### src/rtl/food_tracker.sv
// Authoritative food location for the snake game: places food on unoccupied
// cells via an occupancy query, detects the head eating it and keeps the score.
module food_tracker #(
  parameter int GRID      = 10,
  parameter int X_MIN     = 20,
  parameter int X_MAX     = 620,
  parameter int Y_MIN     = 20,
  parameter int Y_MAX     = 460,
  parameter int MAX_TRIES = 64
) (
  input  logic       clk,
  input  logic       rst_n,
  input  logic       tick,
  input  logic       restart,
  input  logic [9:0] head_x,
  input  logic [8:0] head_y,
  input  logic [9:0] cand_x,
  input  logic [8:0] cand_y,
  output logic       occ_req,
  output logic [9:0] occ_x,
  output logic [8:0] occ_y,
  input  logic       occ_ack,
  input  logic       occ_hit,
  output logic [9:0] food_x,
  output logic [8:0] food_y,
  output logic       food_valid,
  output logic       eaten,
  output logic [7:0] score
);

  localparam int TRY_W = (MAX_TRIES > 2) ? $clog2(MAX_TRIES) : 1;

  localparam logic [9:0]       X_MIN_C  = 10'(X_MIN);
  localparam logic [9:0]       X_MAX_C  = 10'(X_MAX);
  localparam logic [8:0]       Y_MIN_C  = 9'(Y_MIN);
  localparam logic [8:0]       Y_MAX_C  = 9'(Y_MAX);
  localparam logic [9:0]       GRID_X   = 10'(GRID);
  localparam logic [8:0]       GRID_Y   = 9'(GRID);
  localparam logic [TRY_W-1:0] TRY_LAST = TRY_W'(MAX_TRIES - 1);

  typedef enum logic [1:0] {
    S_LOAD   = 2'd0,
    S_QUERY  = 2'd1,
    S_STEP   = 2'd2,
    S_ACTIVE = 2'd3
  } state_t;

  state_t           state_r;
  state_t           state_nx_s;
  logic [9:0]       food_x_r;
  logic [8:0]       food_y_r;
  logic [9:0]       step_x_s;
  logic [8:0]       step_y_s;
  logic [TRY_W-1:0] tries_r;
  logic [7:0]       score_r;
  logic             eaten_r;
  logic             occ_req_r;
  logic             food_valid_r;
  logic             eat_s;

  function automatic logic [9:0] clamp_x(input logic [9:0] v);
    logic [9:0] r;
    if (v < X_MIN_C) begin
      r = X_MIN_C;
    end else if (v > X_MAX_C) begin
      r = X_MAX_C;
    end else begin
      r = v;
    end
    return r;
  endfunction

  function automatic logic [8:0] clamp_y(input logic [8:0] v);
    logic [8:0] r;
    if (v < Y_MIN_C) begin
      r = Y_MIN_C;
    end else if (v > Y_MAX_C) begin
      r = Y_MAX_C;
    end else begin
      r = v;
    end
    return r;
  endfunction

  // Next-state decode; restart overrides everything, including an eat.
  always_comb begin
    state_nx_s = state_r;
    eat_s      = 1'b0;
    case (state_r)
      S_LOAD:  state_nx_s = S_QUERY;
      S_QUERY: begin
        if (occ_ack) begin
          if (occ_hit && (tries_r != TRY_LAST)) begin
            state_nx_s = S_STEP;
          end else begin
            state_nx_s = S_ACTIVE;
          end
        end else begin
          state_nx_s = S_QUERY;
        end
      end
      S_STEP:  state_nx_s = S_QUERY;
      S_ACTIVE: begin
        if (tick && (head_x == food_x_r) && (head_y == food_y_r)) begin
          eat_s      = 1'b1;
          state_nx_s = S_LOAD;
        end else begin
          state_nx_s = S_ACTIVE;
        end
      end
      default: state_nx_s = S_LOAD;
    endcase
    if (restart) begin
      state_nx_s = S_LOAD;
      eat_s      = 1'b0;
    end else begin
      eat_s      = eat_s;
    end
  end

  // Raster-order advance to the next cell, wrapping at the right and bottom edges.
  always_comb begin
    step_x_s = food_x_r + GRID_X;
    step_y_s = food_y_r;
    if (food_x_r == X_MAX_C) begin
      step_x_s = X_MIN_C;
      if (food_y_r == Y_MAX_C) begin
        step_y_s = Y_MIN_C;
      end else begin
        step_y_s = food_y_r + GRID_Y;
      end
    end else begin
      step_y_s = food_y_r;
    end
  end

  // State register and status outputs, registered from the next state.
  always_ff @(posedge clk or negedge rst_n) begin
    if (!rst_n) begin
      state_r      <= S_LOAD;
      occ_req_r    <= 1'b0;
      food_valid_r <= 1'b0;
      eaten_r      <= 1'b0;
    end else begin
      state_r      <= state_nx_s;
      occ_req_r    <= (state_nx_s == S_QUERY);
      food_valid_r <= (state_nx_s == S_ACTIVE);
      eaten_r      <= eat_s;
    end
  end

  // Food position and retry counter only move in LOAD and STEP.
  always_ff @(posedge clk or negedge rst_n) begin
    if (!rst_n) begin
      food_x_r <= X_MIN_C;
      food_y_r <= Y_MIN_C;
      tries_r  <= '0;
    end else begin
      case (state_r)
        S_LOAD: begin
          food_x_r <= clamp_x(cand_x);
          food_y_r <= clamp_y(cand_y);
          tries_r  <= '0;
        end
        S_STEP: begin
          food_x_r <= step_x_s;
          food_y_r <= step_y_s;
          tries_r  <= tries_r + TRY_W'(1);
        end
        default: begin
          food_x_r <= food_x_r;
          food_y_r <= food_y_r;
          tries_r  <= tries_r;
        end
      endcase
    end
  end

  // Saturating score counter.
  always_ff @(posedge clk or negedge rst_n) begin
    if (!rst_n) begin
      score_r <= 8'd0;
    end else if (restart) begin
      score_r <= 8'd0;
    end else if (eat_s && (score_r != 8'hFF)) begin
      score_r <= score_r + 8'd1;
    end else begin
      score_r <= score_r;
    end
  end

  assign occ_req    = occ_req_r;
  assign occ_x      = food_x_r;
  assign occ_y      = food_y_r;
  assign food_x     = food_x_r;
  assign food_y     = food_y_r;
  assign food_valid = food_valid_r;
  assign eaten      = eaten_r;
  assign score      = score_r;

endmodule

### config.mk
export PLATFORM = sky130hd
export DESIGN_NAME = food_tracker
export DESIGN_NICKNAME = d
export VERILOG_FILES = /design/src/rtl/food_tracker.sv
export SDC_FILE = /design/constraint.sdc
export NUM_CORES = 1
export LEC_CHECK = 0
export BUFFER_PORTS_ARGS = -buffer_cell sky130_fd_sc_hd__buf_2
export CAP_MARGIN = 10
export CORE_UTILIZATION = 34
export CTS_BUF_LIST = sky130_fd_sc_hd__clkbuf_16
export CTS_CLUSTER_DIAMETER = 120
export DETAILED_ROUTE_END_ITERATION = 10
export HOLD_SLACK_MARGIN = 0.12
export PLACE_DENSITY = 0.56
export RECOVER_POWER = 100
export SLEW_MARGIN = 5
export SYNTH_ARGS = -nofsm -noshare
export SYNTH_HDL_FRONTEND = slang
export SYNTH_SLANG_ARGS = --single-unit
### constraint.sdc
create_clock -name clk -period 4.2 [get_ports clk]
set_input_delay 0.21 -clock clk [delete_from_list [all_inputs] [get_ports clk]]
set_output_delay 0.21 -clock clk [all_outputs]
set_load 0.02 [all_outputs]
# --- After elaboration in Yosys (flattened, before gate mapping) ---
# Cells that the tools add are included.
word_totals:
  word_cells: 57
  register_bits: 38
op_classes:
  order_cmp: 4
  n_addsub: 4
  eq_ne: 12
  n_mux: 20
  reduce_logical: 9
op_table:
  columns: ["op", "count"]
  rows:
  - ["2-to-1 mux 9 bit", 4]
  - ["2-to-1 mux 10 bit", 3]
  - ["one-hot mux 10 bit (2 select lines)", 1]
  - ["one-hot mux 9 bit (2 select lines)", 1]
  - ["2-to-1 mux 8 bit", 2]
  - ["one-hot mux 6 bit (2 select lines)", 1]
  - ["adder 10 x 4 -> 10 bit (second input constant)", 1]
  - ["equality test 10 bit", 1]
  - ["equality test 10 bit (second input constant)", 1]
  - ["greater-than comparator 10 bit (second input constant)", 1]
  - ["less-than comparator 10 x 5 -> 1 bit (second input constant)", 1]
  - ["adder 9 x 4 -> 9 bit (second input constant)", 1]
  - ["equality test 9 bit", 1]
  - ["equality test 9 bit (second input constant)", 1]
  - ["greater-than comparator 9 bit (second input constant)", 1]
  - ["less-than comparator 9 x 5 -> 1 bit (second input constant)", 1]
  - ["adder 8 x 1 -> 8 bit (second input constant)", 1]
  - ["!= test 8 bit (second input constant)", 1]
  - ["adder 6 x 1 -> 6 bit (second input constant)", 1]
  - ["equality test 2 bit (second input constant)", 3]
  - ["2-to-1 mux 2 bit", 3]
  - ["!= test 6 bit (second input constant)", 1]
  - ["one-hot mux 2 bit (3 select lines)", 1]
  - ["equality test 2 x 1 -> 1 bit (second input constant)", 2]
  - ["other kinds (7)", 14]

# --- Depth between registers and ports, before layout ---
# Gate-level depths: netlist (run 1).
logic_depth:
  ltp_word: 9
  depth_mapped: 7
  depth_no_buf: 7

# --- Worst setup path before layout (run 1) ---
# Ideal clock, no wire load.
synth_timing:
  kind: "flip-flop to flip-flop"
  from: "reg food_y_r[6] (netlist: food_y[6])"
  to: "reg score_r[5] (netlist: score[5])"
  required_ns: 4.072
  arrival_time_ns: 2.007
  slack_ns: 2.065
  stages_incl_launch_ff: 7
  synth_period_minus_slack_ns: 2.135
  n_path_buf: 0
  path_cell_list: "dfrtp_1 -> xor2_1 -> or3_4 -> nor4_4 -> nand3_2 -> nor3_1 -> mux2_1"
synth_between:
  elab_chain_cells: 7
synth_rtl:
  columns: ["element", "line_no", "text"]
  rows:
  - ["start: declaration", "51", "logic [8:0] food_y_r;"]
  - ["start signal: assignment", "162", "food_y_r <= clamp_y(cand_y);"]
  - ["start signal: assignment", "167", "food_y_r <= step_y_s;"]
  - ["start signal: assignment", "172", "food_y_r <= food_y_r;"]
  - ["equality test 9 bit", "104", "if (tick && (head_x == food_x_r) && (head_y == food_y_r)) begin"]
  - ["logical AND 1 bit", "104", null]
  - ["2-to-1 mux 1 bit", "104", null]
  - ["2-to-1 mux 1 bit", "89", "case (state_r)"]
  - ["2-to-1 mux 1 bit", "113", "if (restart) begin"]
  - ["logical AND 1 bit", "185", "end else if (eat_s && (score_r != 8'hFF)) begin"]
  - ["nonzero test 2 bit (no source line)", null, null]
  - ["end signal: assignment", "186", "score_r <= score_r + 8'd1;"]
  - ["end signal: assignment", "188", "score_r <= score_r;"]
  - ["end: declaration", "55", "logic [7:0] score_r;"]
# No other way between the ends.
# A chain may end at the register's enable or synchronous reset.

# --- Worst setup path after layout (run 1) ---
layout_timing:
  from: "reg food_y_r[4] (netlist: food_y[4])"
  to: "reg food_y_r[6] (netlist: food_y[6])"
layout_between:
  elab_chain_cells: 4
  elab_cells_between_ends: 5
  classes_between: "1 x add/sub; 1 x eq/ne; 3 x mux"
layout_rtl:
  columns: ["element", "line_no", "text"]
  rows:
  - ["adder 9 x 4 -> 9 bit / equality test 9 bit (equally long branches)", "130, 127", null]
  - ["2-to-1 mux 9 bit *", "127", "if (food_y_r == Y_MAX_C) begin"]
  - ["2-to-1 mux 9 bit *", "125", "if (food_x_r == X_MAX_C) begin"]
  - ["one-hot mux 9 bit (2 select lines) *", "159", "case (state_r)"]
# Mark *: on every way between the ends. The rest lies on a longest branch, timed or not. The select of a mux whose other input is x is not followed.

==> key figures, run 1 <==
Critical path
  – Critical Path Source Type: flip-flop
  – CP max-delay cell: o41ai_1
  – Worst reg-to-reg setup slack: between 1500 and 2000 ps
  – CP Max Fanout: 8
  – CP max stage delay: 1090 ps
  – Reg2reg start: food_y[4]$_DFFE_PN1P_
  – Worst Setup SP: food_y[4]$_DFFE_PN1P_
  – Critical path's top delay family: compound AO/OA/AOI/OAI gates
  – Arr. time, crit path: 2840 ps
  – Reg-to-reg endpoint: food_y[6]$_DFFE_PN0P_
  – Critical-path cell list: or4b_1, o41ai_1, o21ai_0, a22o_1
  – R2R depth: 4
  – Critical Path End: food_y[6]$_DFFE_PN0P_
  – Critical Path End Type: flip-flop
  – Critical Path Stages: 4
  – Crit Path Class: flip-flop to flip-flop
  – WP buf/inv: 0
  – WP data required: 4370 ps

Floorplan
  – FP Rows: 31
  – Die X: 90.6 µm
  – Initial Util: ~36%
  – Die Y: 90.6 µm
  – IO Pins: between 90 and 100
  – Core Region: between 0.007 and 0.008 mm²
  – Die Area: just over 0.008 mm²

Power
  – Internal Power: 0.846 mW
  – Lkg Pwr: roughly 1.3 nW
  – Maximum VDD drop: around 0.00019 V
  – Cell area power density: slightly below 400 mW/mm²
  – Sw Share: 33.1%
  – NetSw: ~0.42 mW
  – Sequential share of power: a little under two fifths
  – Tot Pwr: between 1 and 1.5 mW
  – Combinational share of power: 24.2%
  – Clock power frac: between 30 and 40%

Layout
  – Leading cell types in the layout, fill and taps excluded: 47 x clkbuf_1, 45 x buf_2, 34 x dfrtp_1
  – Final non-filler cell total: between 400 and 500
  – Synth-to-layout area growth: 19.4%
  – Ant diodes: 0
  – Final Util: approximately 43%
  – Layout cells sized above 1: ~16%
  – NumNets Final: about 430
  – Commonest non-fill, non-tap cell in the layout: clkbuf_1

Global routing
  – GRT Util Overall: between 10% and 20%
  – GRT Residual Overflow: 0
  – Initial antenna violation count: 0
  – Vias in the first global route: 2402
  – Largest net degree at the start of global routing: 39
  – First-pass GRT wire length: approximately 12000 µm

Yosys
  – Post-synth EDFFs: 0
  – Synth warnings: 0
  – Post-synth top area share: 31.9%
  – Largest area contributor in the netlist: dfrtp_1
  – Net Count, Synth: approximately 360
  – Main synth FF type: dfrtp_1
  – Synth area leaders: dfrtp_1 32%, buf_4 5.3%, o21ai_0 5.3%
  – Netlist cell types: 57
  – Post-Syn Area: roughly 0.0027 mm²
  – Mean area per synthesized cell: approximately 8.6 µm²
  – Synth async-reset ratio: 100%
  – Sequential-to-total area share from yosys stat: 35.8%
  – Synth Register Bits: 38
  – Post-synthesis cell count: about 310

STA
  – Slew @ Worst Pin: approximately 2100 ps
  – Slew headroom: -43.3%
  – Final period utilization: approximately 63%
  – Worst Skew: 6.19 ps
  – Pins Over Slew Limit: 39
  – Setup TNS: 0 ps
  – Final Critical Period: roughly 2700 ps
  – Hold Vio Cnt, Final: 0
  – Worst Hold Slack: 185 ps
  – Final setup violation count: 0
  – RSZ-0062 raised after global routing: false
  – Fmax: ~0.38 GHz

CTS
  – Max Root-Sink Buffers: 2
  – H-tree depth: 2
  – Clock sink count: 38
  – TritonCTS clock tree: yes
  – Post-CTS Setup Inserts: 0
  – Clock Tree Root: clkbuf_16
  – CTS clk-pin slew, worst paths: roughly 60 ps
  – CTS Buf Count: 5
  – Worst-skew pair later-pin latency: 280 ps

Status
  – Failing checks: capacitance limit, slew limit
  – Status: complete, but fails checks

Drt
  – Drt total wl: ~7600 µm
  – Vias: ~2.6k
  – DR vias/cell: 5.30
  – First-iteration detailed-routing DRC count: around 120
  – DRC: 0
  – DR WL/cell: ~16 µm
  – Drt pass-1 iters: 4
  – Final ANT Viol Nets: 0

Worst hold path
  – Hold Crit Class: input pin to flip-flop

Placement
  – Placed cell count: roughly 480
  – I/O Buffers: roughly 90
  – Final GP Congestion: 0.772
  – Dpl hpwl: around 5600 µm

Job
  – Max-Cap Viols: 1
-- worst min-delay path, stage by stage --
cell and delay (ps):
buf_2 90, nand3_1 60, nand2_1 70
-- worst min-delay path by stage --
stage	startpoint	end	slack, ps	cells past startpoint
after global routing	cand_y[0]	food_y[0]$_DFFE_PN0P_	200	3
after detailed placement	rst_n	food_x[6]$_DFFE_PN0P_	400	1
after global placement	rst_n	food_x[6]$_DFFE_PN0P_	400	1
final	cand_x[0]	food_x[0]$_DFFE_PN0P_	190	3
after CTS	cand_y[0]	food_y[0]$_DFFE_PN0P_	180	3
after floorplan	rst_n	eaten$_DFF_PN0_	-90	0
-- registers in the layout, summed over array words and instances, names as in the netlist --
signal,flops
tries_r,6
score,8
food_valid,1
food_x,10
food_y,9
occ_req,1
eaten,1
state_r,2
-- stage by stage --
| stage | setup slack [ps] | instance area [µm²] |
|---|---|---|
| after CTS | 1880 | 3280 |
| after detailed placement | 1870 | 3080 |
| after global placement | 1940 | 3080 |
| after global routing | 1350 | 3190 |
| after floorplan | 2070 | 2670 |
| final | 1540 | 3190 |
-- area by class of cell --
cell class | count | area [µm²]
Fill cell | 801 | 4220
Inverter | 10 | 37.5
Clock buffer | 5 | 125
Timing Repair Buffer | 93 | 412
Multi-Input combinational cell | 237 | 1470
Clock inverter | 3 | 63.8
Sequential cell | 38 | 956
Tap cell | 99 | 124
-- power by group through the flow --
| stage | sequential, mW | combinational (mW) | clock (mW) |
|---|---|---|---|
| floorplan | 0.487 | 0.214 | 0 |
| global placement | 0.477 | 0.323 | 0 |
| detailed placement | 0.478 | 0.324 | 0 |
| CTS | 0.471 | 0.326 | 0.500 |
| global route | 0.479 | 0.335 | 0.518 |
| finish | 0.470 | 0.306 | 0.489 |
-- cells by family after synthesis --
| family | after synthesis | share of synthesized area (%) |
|---|---|---|
| compound gates | 87 | 21.1 |
| xor+xnor | 16 | 5.53 |
| fa+ha+maj | 4 | 1.88 |
| buf+inv | 36 | 7.74 |
| flops | 38 | 35.8 |
| mux | 3 | 1.17 |
| simple gates | 127 | 26.7 |
-- cell usage after synthesis, types with 9 or more instances --
cell	number
o21ai_0	28
a21oi_1	21
xnor2_1	11
nor3_1	9
nand4_1	9
nor2_1	19
nand2b_1	15
buf_4	19
inv_1	10
nand3_1	14
dfrtp_1	34
nand2_1	27
-- layer usage --
layer  track usage (%)  vias up  share of wire, %
met5                 0        -                 0
met4              5.65        0              0.95
met3              3.87        7               4.7
met2              29.9       82                47
met1              25.2     1211                48
li1                  -     1270                 -
-- repair_timing --
item                                   CTS  global route
setup endpoints to repair                0             0
endpoints found under the hold margin   34             0
resized for setup                        0             0
hold buffers                             1             0
Note: power is estimated with default switching activity, not from simulation.
==> inputs of run 2 (changes only) <==
==> constraint.sdc (replaced) <==
create_clock -name clk -period 2.8 [get_ports clk]
set_input_delay 0.14 -clock clk [delete_from_list [all_inputs] [get_ports clk]]
set_output_delay 0.14 -clock clk [all_outputs]
set_load 0.02 [all_outputs]
==> run 2 against run 1 <==
Critical endpoint is now score[5]$_DFFE_PN0P_. Fmax is 11% higher. The run now ends clean. Critical path type unchanged. Total power is 35% higher. Flip-flop and latch count stayed put. Clock skew is 2.5 ps lower. Via count is 0.97% higher. Wire length hardly changed. Combinational power is 57% higher. Die area stayed put. Non-clock buffer count is 4 higher.
==> key figures, run 2 (same netlist as run 1, synthesis figures left out) <==
Status
  – Status: completed

Layout
  – Max FFs per register: 10
  – Commonest non-fill, non-tap cell in the layout: clkbuf_1
  – Layout cells sized above 1: about 16%
  – Leading cell types in the layout, fill and taps excluded: 48 x clkbuf_1, 47 x buf_2, 34 x dfrtp_1
  – NumNets Final: around 440
  – Synth-to-layout area growth: 19.1%
  – Ant diodes: 0
  – Final Util: approximately 43%

Power
  – Cell area power density: ~540 mW/mm²
  – Combinational share of power: between 20 and 30%
  – Sequential share of power: about two fifths
  – Lkg Pwr: 1.34 nW
  – Maximum VDD drop: ~0.00035 V
  – Clock power frac: about a third
  – Internal Power: between 1 and 1.5 mW
  – NetSw: 0.620 mW
  – Sw Share: between 30 and 40%

Critical path
  – R2R depth: 6
  – CP Max Fanout: 8
  – Critical Path Source Type: flip-flop
  – Critical Path End Type: flip-flop
  – Reg2reg start: food_y[6]$_DFFE_PN0P_
  – Worst reg-to-reg setup slack: slightly above 400 ps
  – Arr. time, crit path: ~2600 ps
  – Reg-to-reg endpoint: score[5]$_DFFE_PN0P_
  – Crit Path Class: flip-flop to flip-flop
  – WP data required: roughly 3000 ps

Global routing
  – Largest net degree at the start of global routing: 39
  – GRT Util Overall: between 10% and 20%
  – First-pass GRT wire length: 12500 µm
  – Initial antenna violation count: 0
  – Vias in the first global route: 2462
  – GRT Residual Overflow: 0

CTS
  – Clock Tree Root: clkbuf_16
  – Max Root-Sink Buffers: 2
  – H-tree depth: 2
  – Worst-skew pair later-pin latency: ~280 ps
  – TritonCTS clock tree: yes
  – CTS clk-pin slew, worst paths: 60 ps
  – Clock sink count: 38
  – # resized after CTS: 0
  – CTS Buf Count: 5

STA
  – Slew @ Worst Pin: between 800 and 900 ps
  – Worst Skew: around 3.7 ps
  – Hold Vio Cnt, Final: 0
  – Fmax: about 0.42 GHz
  – Final setup violation count: 0
  – Final period utilization: a little under nine tenths
  – Setup TNS: 0 ps
  – Slew headroom: around two fifths
  – RSZ-0062 raised after global routing: false
  – Pins Over Slew Limit: 0
  – Worst setup margin: between 400 and 500 ps
  – Final Critical Period: ~2400 ps

Placement
  – Final GP Congestion: around 0.8
  – Dpl hpwl: about 5700 µm
  – I/O Buffers: just over 90
  – Setup slack at placement: 643 ps

Worst hold path
  – Worst Hold Launch: cand_x[0]
  – Worst Hold End: food_x[0]$_DFFE_PN0P_
  – Hold Crit Class: input pin to flip-flop
  – Hold depth: 3

Floorplan
  – Die X: just over 90 µm
  – Core Region: 0.00741 mm²
  – Die Area: approximately 0.0082 mm²
  – Die Y: 90.6 µm
  – FP Rows: 31
  – IO Pins: just over 90
  – Initial Util: between 30% and 40%

Drt
  – DR WL/cell: 15.5 µm
  – DR vias/cell: 5.31
  – Vias: approximately 2.6k
  – DRC: 0
  – Drt total wl: between 7000 and 8000 µm
  – Drt pass-1 iters: 4
  – First-iteration detailed-routing DRC count: ~120
  – Final ANT Viol Nets: 0

Job
  – Max-Cap Viols: 0
-- run 2: critical path, cell delays in order, from the launching register on --
cell     delay [ps]
dfrtp_1         470
xor2_1          190
or3_4           370
nor4_1          460
nand3_2         210
nor3_1          240
mux2_1          340
-- run 2: worst max-delay path by stage --
| stage | from | end | slack, ps | cells after the start |
|---|---|---|---|---|
| global placement | food_x[7]$_DFFE_PN0P_ | score[5]$_DFFE_PN0P_ | 660 | 6 |
| detailed placement | food_y[6]$_DFFE_PN0P_ | score[5]$_DFFE_PN0P_ | 640 | 6 |
| global route | food_y[4]$_DFFE_PN1P_ | score[5]$_DFFE_PN0P_ | 250 | 6 |
| floorplan | food_y[6]$_DFFE_PN0P_ | score[5]$_DFFE_PN0P_ | 670 | 6 |
| finish | food_y[6]$_DFFE_PN0P_ | score[5]$_DFFE_PN0P_ | 410 | 6 |
| CTS | food_x[7]$_DFFE_PN0P_ | score[5]$_DFFE_PN0P_ | 620 | 6 |
-- run 2: power groups by stage --
stage / logic (mW) / registers [mW] / clock network, mW
floorplan: 0.320 / 0.731 / 0
global placement: 0.513 / 0.699 / 0
detailed placement: 0.509 / 0.702 / 0
CTS: 0.512 / 0.692 / 0.545
global route: 0.530 / 0.702 / 0.578
finish: 0.481 / 0.691 / 0.536
-- run 2: cell type report --
type                       count  area (µm²)
fill                         786        4230
multi-input combinational    237        1490
sequential                    38         956
timing repair buffer          97         433
clock buffer                   5         125
tap                           99         124
inverter                      10        37.5
clock inverter                 3        11.3
-- run 2: metal layers --
layer  share of wire, %  track usage [%]  vias to the layer above  routed length [µm]
met3                5.0             3.87                        5                 375
met2                 47             29.9                       66                3530
met4               0.97             5.11                        0                  73
met1                 47             26.1                     1242                3590
li1                   -                -                     1282                   -
met5                  0                0                        -                   0
-- run 2: what timing repair did --
action                    in CTS  in global routing
hold buffers                   1                  0
hold endpoints to repair      34                  0
setup buffers                  0                  0
-- run 2: per-stage QoR --
stage	cell area (µm²)	hold slack [ps]	total power [mW]	cells
CTS	3260	121	1.75	489
finish	3180	118	1.71	489
global placement	3110	325	1.21	480
global route	3180	140	1.81	489
floorplan	2670	-156	1.05	311
detailed placement	3110	314	1.21	480
==> inputs of run 3 (changes only) <==
--- a/config.mk
+++ b/config.mk
@@ -7,12 +7,12 @@
 export LEC_CHECK = 0
 export BUFFER_PORTS_ARGS = -buffer_cell sky130_fd_sc_hd__buf_2
 export CAP_MARGIN = 10
-export CORE_UTILIZATION = 34
+export CORE_UTILIZATION = 30
 export CTS_BUF_LIST = sky130_fd_sc_hd__clkbuf_16
 export CTS_CLUSTER_DIAMETER = 120
 export DETAILED_ROUTE_END_ITERATION = 10
 export HOLD_SLACK_MARGIN = 0.12
-export PLACE_DENSITY = 0.56
+export PLACE_DENSITY = 0.51
 export RECOVER_POWER = 100
 export SLEW_MARGIN = 5
 export SYNTH_ARGS = -nofsm -noshare
==> run 3 against run 2 <==
Sequential share of layout area shrank 0.094 points. Fmax grew 4.2%. Non-clock buffer count is the same. Clock-buffer cell count is the same. Combinational power shrank 1%. Worst setup slack gained 97 ps. First-iteration DRC count shrank 30%. Cell count grew 1.6%. Utilization shrank 6.2 points.
==> key figures, run 3 (same netlist as run 1, synthesis figures left out) <==
Global routing
  – Grt met2 use: roughly 28%
  – GRT Util Overall: about 18%
  – Initial antenna violation count: 0
  – Largest net degree at the start of global routing: 39
  – Met1 GRT Util: roughly 24%
  – M3 GR Usage: ~3.6%
  – Vias in the first global route: 2420
  – First-pass GRT wire length: approximately 12000 µm
  – Grt peak-use layer: met2
  – GRT Residual Overflow: 0

Drt
  – Vias: around 2.6k
  – DR vias/cell: roughly 5.2
  – Drt total wl: 7960 µm
  – DRC: 0
  – Final ANT Viol Nets: 0
  – DR WL/cell: around 16 µm
  – First-iteration detailed-routing DRC count: 86
  – Drt pass-1 iters: 5

STA
  – Final setup violation count: 0
  – Worst Skew: between 3 and 4 ps
  – Fmax: approximately 0.44 GHz
  – Worst Hold Slack: ~140 ps
  – Setup TNS: 0 ps
  – Pins Over Slew Limit: 0
  – Final period utilization: 81.9%
  – Slew headroom: 25.5%
  – Final Critical Period: approximately 2300 ps
  – Slew @ Worst Pin: around 1100 ps
  – Hold Vio Cnt, Final: 0
  – RSZ-0062 raised after global routing: false

Critical path
  – WP data required: about 3000 ps
  – WP buf/inv: 1
  – Critical Path Stages: 4
  – Worst reg-to-reg setup slack: approximately 510 ps
  – Crit Path Class: flip-flop to flip-flop
  – CP max stage delay: between 800 and 900 ps
  – Critical Path End Type: flip-flop
  – Arr. time, crit path: 2490 ps
  – Critical path's top delay family: buffers and inverters
  – CP max-delay cell: clkbuf_1
  – Critical-path cell list: clkbuf_1, o21ai_0, a31oi_1, nor2b_1
  – R2R depth: 4
  – Critical Path Source Type: flip-flop
  – CP Max Fanout: 29

CTS
  – Hold-fix buffers at CTS: 1
  – # resized after CTS: 0
  – CTS clk-pin slew, worst paths: about 60 ps
  – Post-CTS Setup Inserts: 0
  – H-tree depth: 2
  – Clock sink count: 38
  – TritonCTS clock tree: yes
  – Max Root-Sink Buffers: 2
  – Worst-skew pair later-pin latency: 270 ps
  – Clock Tree Root: clkbuf_16
  – CTS Buf Count: 5

Power
  – Maximum VDD drop: around 0.00024 V
  – Lkg Pwr: about 1.3 nW
  – Tot Pwr: between 1.5 and 2 mW
  – Cell area power density: 534 mW/mm²

Floorplan
  – Die X: approximately 96 µm
  – Die Area: just over 0.009 mm²
  – Die Y: 96.3 µm
  – Core Region: just under 0.009 mm²
  – Initial Util: about 31%
  – FP Rows: 34
  – IO Pins: between 90 and 100

Layout
  – Synth-to-layout area growth: 19.5%
  – NumNets Final: between 400 and 500
  – Commonest non-fill, non-tap cell in the layout: clkbuf_1
  – Leading cell types in the layout, fill and taps excluded: 50 x clkbuf_1, 44 x buf_2, 34 x dfrtp_1
  – Max FFs per register: 10
  – Ant diodes: 0
  – Layout cells sized above 1: about 16%
  – Final non-filler cell total: about 500

Placement
  – I/O Buffers: just over 90
  – Final GP Congestion: about 0.76
  – Dpl hpwl: ~6000 µm
  – Placed cell count: around 490

Job
  – Max-Cap Viols: 0

Worst hold path
  – Hold Crit Class: input pin to flip-flop
  – Hold depth: 3

Status
  – Status: completed
-- run 3: cell types whose count changed in the layout (fill, tap and decap cells not counted), sizes merged --
cell,change
buf,-2
inv,-2
clkinv,+1
clkbuf,+2
-- run 3: worst min-delay path, stage by stage --
cell,delay (ps)
buf_2,90
nand3_1,70
nand2_1,70
-- run 3: report_power, final --
group	switching, mW	total (mW)	leakage [nW]	internal (mW)
registers	0.0998	0.699	0.485	0.599
clock network	0.210	0.529	0.0685	0.319
logic	0.311	0.476	0.779	0.165
-- run 3: final cells by class --
| class | instances | area [µm²] |
|---|---|---|
| Tap cell | 108 | 135 |
| Fill cell | 948 | 5490 |
| Clock inverter | 2 | 7.51 |
| Sequential cell | 38 | 956 |
| Clock buffer | 5 | 125 |
| Timing Repair Buffer | 97 | 433 |
| Multi-Input combinational cell | 237 | 1490 |
| Inverter | 10 | 37.5 |
-- run 3: final timing paths --
check | startpoint | to
setup / recovery | state_r[0]$_DFF_PN0_ | state_r[1]$_DFF_PN0_
hold / removal | cand_x[0] | food_x[0]$_DFFE_PN0P_
setup reg to reg | state_r[0]$_DFF_PN0_ | state_r[1]$_DFF_PN0_
hold reg to reg | tries_r[4]$_DFFE_PN0P_ | tries_r[4]$_DFFE_PN0P_
max in group asynchronous | rst_n | food_x[0]$_DFFE_PN0P_
min in group asynchronous | rst_n | food_x[8]$_DFFE_PN0P_
-- run 3: metal layers --
metal / share of wire (%) / routed length [µm]
met1: 46 / 3660
met4: 1.2 / 99
met3: 6.2 / 493
met5: 0 / 0
met2: 47 / 3710
-- run 3: per-stage QoR --
step           util (%)  instance area [µm²]  setup slack [ps]
5_1_grt            36.7                 3190               295
3_5_place_dp       36.0                 3130               589
4_1_cts            37.7                 3270               577
2_1_floorplan         -                 2670               665
6_report           36.7                 3190               507
3_3_place_gp       36.0                 3130               694
